`config.mk`:
```
export PLATFORM = sky130hd
export DESIGN_NAME = mux_n_1_pipe
export DESIGN_NICKNAME = d
export VERILOG_FILES = /design/src/rtl/mux_n_1_pipe.sv
export SDC_FILE = /design/constraint.sdc
export NUM_CORES = 1
export LEC_CHECK = 0
export BUFFER_PORTS_ARGS = -buffer_cell sky130_fd_sc_hd__buf_4
export CAP_MARGIN = 20
export CORE_UTILIZATION = 38
export DETAILED_ROUTE_END_ITERATION = 10
export RECOVER_POWER = 50
export SLEW_MARGIN = 20
export SYNTH_ARGS = -nofsm -noshare
export SYNTH_HDL_FRONTEND = slang
export SYNTH_SLANG_ARGS = --single-unit
```
`constraint.sdc`:
```
create_clock -name clk -period 1.43 [get_ports clk]
set_input_delay 0.143 -clock clk [delete_from_list [all_inputs] [get_ports clk]]
set_output_delay 0.143 -clock clk [all_outputs]
set_load 0.005 [all_outputs]
```
`src/rtl/mux_n_1_pipe.sv`:
```
// N-input, W-bit multiplexer with a registered output behind a 2-entry skid buffer.
// Optional illegal-select counter (err_count port) is enabled by defining MUX_ERR_CNT_EN.
`timescale 1ns/1ps

module mux_n_1_pipe #(
    parameter int WIDTH  = 5,
    parameter int NUM_IN = 4,
    parameter int SEL_W  = (NUM_IN > 1) ? $clog2(NUM_IN) : 1
) (
    input  logic                    clk,
    input  logic                    reset,
    input  logic [NUM_IN*WIDTH-1:0] in_bus,
    input  logic [SEL_W-1:0]        sel,
    input  logic                    in_valid,
    output logic                    in_ready,
    output logic [WIDTH-1:0]        out_data,
    output logic                    out_sel_err,
    output logic                    out_valid,
`ifdef MUX_ERR_CNT_EN
    output logic [7:0]              err_count,
`endif
    input  logic                    out_ready
);

    localparam logic [1:0] ST_EMPTY = 2'd0;
    localparam logic [1:0] ST_ONE   = 2'd1;
    localparam logic [1:0] ST_TWO   = 2'd2;

    logic [1:0]       state_q, state_d;
    logic [WIDTH-1:0] head_data_q, head_data_d;
    logic             head_err_q, head_err_d;
    logic [WIDTH-1:0] skid_data_q, skid_data_d;
    logic             skid_err_q, skid_err_d;
    logic             in_ready_q, in_ready_d;

    logic [WIDTH-1:0] sel_data;
    logic             sel_err;
    logic             acc;
    logic             dlv;

    // Matching sel against each legal index avoids a constant compare when NUM_IN is a power of two.
    always_comb begin
        sel_data = '0;
        sel_err  = 1'b1;
        for (int k = 0; k < NUM_IN; k++) begin
            if (sel == SEL_W'(k)) begin
                sel_data = in_bus[k*WIDTH +: WIDTH];
                sel_err  = 1'b0;
            end
        end
    end

    assign acc = in_valid && in_ready_q;
    assign dlv = (state_q != ST_EMPTY) && out_ready;

    always_comb begin
        state_d     = state_q;
        head_data_d = head_data_q;
        head_err_d  = head_err_q;
        skid_data_d = skid_data_q;
        skid_err_d  = skid_err_q;
        case (state_q)
            ST_EMPTY: begin
                if (acc) begin
                    state_d     = ST_ONE;
                    head_data_d = sel_data;
                    head_err_d  = sel_err;
                end
            end
            ST_ONE: begin
                if (acc && !dlv) begin
                    state_d     = ST_TWO;
                    skid_data_d = sel_data;
                    skid_err_d  = sel_err;
                end else if (!acc && dlv) begin
                    state_d     = ST_EMPTY;
                end else if (acc && dlv) begin
                    head_data_d = sel_data;
                    head_err_d  = sel_err;
                end
            end
            ST_TWO: begin
                if (dlv) begin
                    state_d     = ST_ONE;
                    head_data_d = skid_data_q;
                    head_err_d  = skid_err_q;
                end
            end
            default: begin
                state_d = ST_EMPTY;
            end
        endcase
        in_ready_d = (state_d != ST_TWO);
    end

    always_ff @(posedge clk) begin
        if (reset) begin
            state_q     <= ST_EMPTY;
            head_data_q <= '0;
            head_err_q  <= 1'b0;
            skid_data_q <= '0;
            skid_err_q  <= 1'b0;
            in_ready_q  <= 1'b1;
        end else begin
            state_q     <= state_d;
            head_data_q <= head_data_d;
            head_err_q  <= head_err_d;
            skid_data_q <= skid_data_d;
            skid_err_q  <= skid_err_d;
            in_ready_q  <= in_ready_d;
        end
    end

`ifdef MUX_ERR_CNT_EN
    logic [7:0] err_cnt_q, err_cnt_d;

    always_comb begin
        err_cnt_d = err_cnt_q;
        if (acc && sel_err && (err_cnt_q != 8'hFF)) begin
            err_cnt_d = err_cnt_q + 8'd1;
        end
    end

    always_ff @(posedge clk) begin
        if (reset) begin
            err_cnt_q <= 8'd0;
        end else begin
            err_cnt_q <= err_cnt_d;
        end
    end

    assign err_count = err_cnt_q;
`endif

    assign in_ready    = in_ready_q;
    assign out_valid   = (state_q != ST_EMPTY);
    assign out_data    = head_data_q;
    assign out_sel_err = head_err_q;

endmodule

```
==> qor.csv <==
stage;metric;value;unit
status;status;completed;
placement;dp_hpwl;1519;um
setup_path;crit_required;1.59;ns
clock_tree;cts_num_sinks;15;
route;routed_wirelength;1945;um
yosys;ys_ff_latch;15;
placement;gp_congestion;0.8046;
yosys;synthCells;91;
die;fp.dieH;50.45;um
route;wl_per_cell;12.47;um
global_routing;grt_pass1_wl;3042;um
setup_path;criticalPathCategory;flop to flop;
flow_run;drv_cap;0;
yosys;postSynth.asyncResetShare;0;%
pwr;power_density;785.1;nW/um^2
clock_tree;tritoncts;done;
setup_path;cp_top_family;compound AO/OA/AOI/OAI gates;
setup_path;r2r_start;state_q[1]$_SDFF_PP0_;
yosys;syn-cell-area;892.1;sq um
layout;fin_area;1205;sq um
clock_tree;cts_buffers;3;
setup_path;cp-startpoint;state_q[1]$_SDFF_PP0_;
route;dr.pass1.iters;4;
timing;setup_viol;0;
yosys;yosys_warnings;0;
die;dieArea;2545;sq um
die;initial_core_util;40.33;%
placement;place_worst_setup_slack;-0.02305;ns
timing;hold_slack;0.1403;ns
layout;final_common_cell;buf_4;
yosys;ys_seq_area_share;33.66;%
setup_path;cpPeakStageDelay;0.40;ns
die;die_x;50.45;um
pwr;power.total;0.9460;mW
placement;placed_area;1157;sq um
setup_path;critPathBufInv;1;
timing;relSlewSlack;72.25;%
global_routing;grt-ovfl-total;0;
timing;fin_crit_sh;99.02;%
timing;finalCriticalPeriod;1.416;ns
clock_tree;cts_setup_buffers;0;
hold_path;hold_class;primary input to flop;
clock_tree;h-tree-depth;1;
global_routing;antenna_found_initial;0;
clock_tree;clockRootBuffer;clkbuf_4;
yosys;synth.distinct_cells;25;
setup_path;critPathArrivalTime;1.58;ns
clock_tree;hold_buffers;0;
layout;nets;155;
yosys;syn_area_per_cell;9.803;sq um
placement;io_buffers;33;
timing;maxSlewViolCount;0;
clock_tree;clk_pin_slew;0.09;ns
setup_path;cp_max_fo;10;
route;ant_nets;0;
die;rows;17;
route;first_iter_violations;7;
timing;fin_skew;0.001140;ns
yosys;synth_nets;117;
layout;layout_common_cells;31 x buf_4, 21 x mux2i_1, 15 x dfxtp_1;
route;num_vias;787;
die;io_pins;34;
pwr;ir_drop;0.0006433;V
yosys;synth-main-ff-cell;dfxtp_1;
die;core;2212;sq um
timing;worst_pin_slew;0.4137;ns
clock_tree;cts_resized;2;
setup_path;cp-start-kind;flop;
clock_tree;cts_buffer_depth;2;
yosys;synth-edff-count;0;
layout;layout-drive-gt1-share;39.84;%
pwr;p_leak;0.5294;nW
global_routing;grt_max_degree;17;
layout;area.growth.synth_to_final;35.06;%
timing;fmax;0.7062;GHz
setup_path;worstPathCellList;buf_4, o31a_1, a2111oi_1, nor3_1;
route;drc;0;
global_routing;grt_pass1_vias;713;
global_routing;track_usage;15.73;%
timing;layout_setup_ws;0.01397;ns
clock_tree;clk_latency;0.27;ns
route;vias_per_cell;5.045;
setup_path;cp-end-kind;flop;
hold_path;min_from;reset;
layout;n_antenna_cell;0;
timing;rsz0062_at_grt;yes;
timing;report.final.hold_viol_count;0;
setup_path;critPathSlowestCell;o31a_1;
-- routing by layer --
metal,global-route usage (%),vias to the layer above,part of all wire (%)
met5,0,-,0
met4,5.556,0,0.72
met3,2.727,2,5.9
met2,25.33,22,45
met1,20.96,353,49
li1,-,410,-
-- stage by stage --
stage          util (%)  instances  TNS [ns]
6_report          54.47        156         0
3_5_place_dp      52.32        152  -0.02305
4_1_cts           53.68        156         0
2_1_floorplan         -         91         0
3_3_place_gp      52.32        152         0
5_1_grt           54.47        156   -0.1354
-- cell type report --
type | count | area, sq um
Fill cell | 229 | 1007
Multi-Input combinational cell | 69 | 541.8
Sequential cell | 15 | 300.3
Timing Repair Buffer | 39 | 296.5
Tap cell | 28 | 35.03
Clock buffer | 3 | 22.52
Clock inverter | 1 | 5.005
Inverter | 1 | 3.754
-- report_power, final --
part / switching (mW) / internal (mW)
clock: 0.132 / 0.104
combinational: 0.109 / 0.146
sequential: 0.0152 / 0.441
-- final timing paths --
check,to,slack (ns),cells past startpoint
max,out_data[1]$_SDFFE_PP0P_,0.01,4
min,state_q[0]$_SDFF_PP0_,0.14,2
max reg2reg,out_data[1]$_SDFFE_PP0P_,0.01,4
min reg2reg,skid_err_q$_SDFFE_PP0P_,0.49,1
-- Yosys cell counts (2+ instances only) --
cell	n	area [sq um]
a2111oi_0	5	43.79
nor2_1	12	45.04
nand2_1	2	7.510
buf_6	2	22.52
nor3_1	10	50.05
mux2i_1	21	210.2
nor3b_1	6	45.04
dfxtp_1	15	300.3
clkbuf_8	2	27.53
-- registers in the layout, summed over array words and instances (netlist names) --
register     count
in_ready         1
out_data         5
out_sel_err      1
skid_data_q      5
skid_err_q       1
state_q          2
-- logic make-up (layout without fill, tap and decap cells) --
kind of cell / count (synthesis) / after routing / share of synthesized area [%]
simple gates: 37 / 37 / 24.12
mux: 21 / 21 / 23.56
flops: 15 / 15 / 33.66
compound gates: 11 / 11 / 11.22
buf+inv: 7 / 44 / 7.433
No activity file was read; power rests on OpenSTA's default activity.
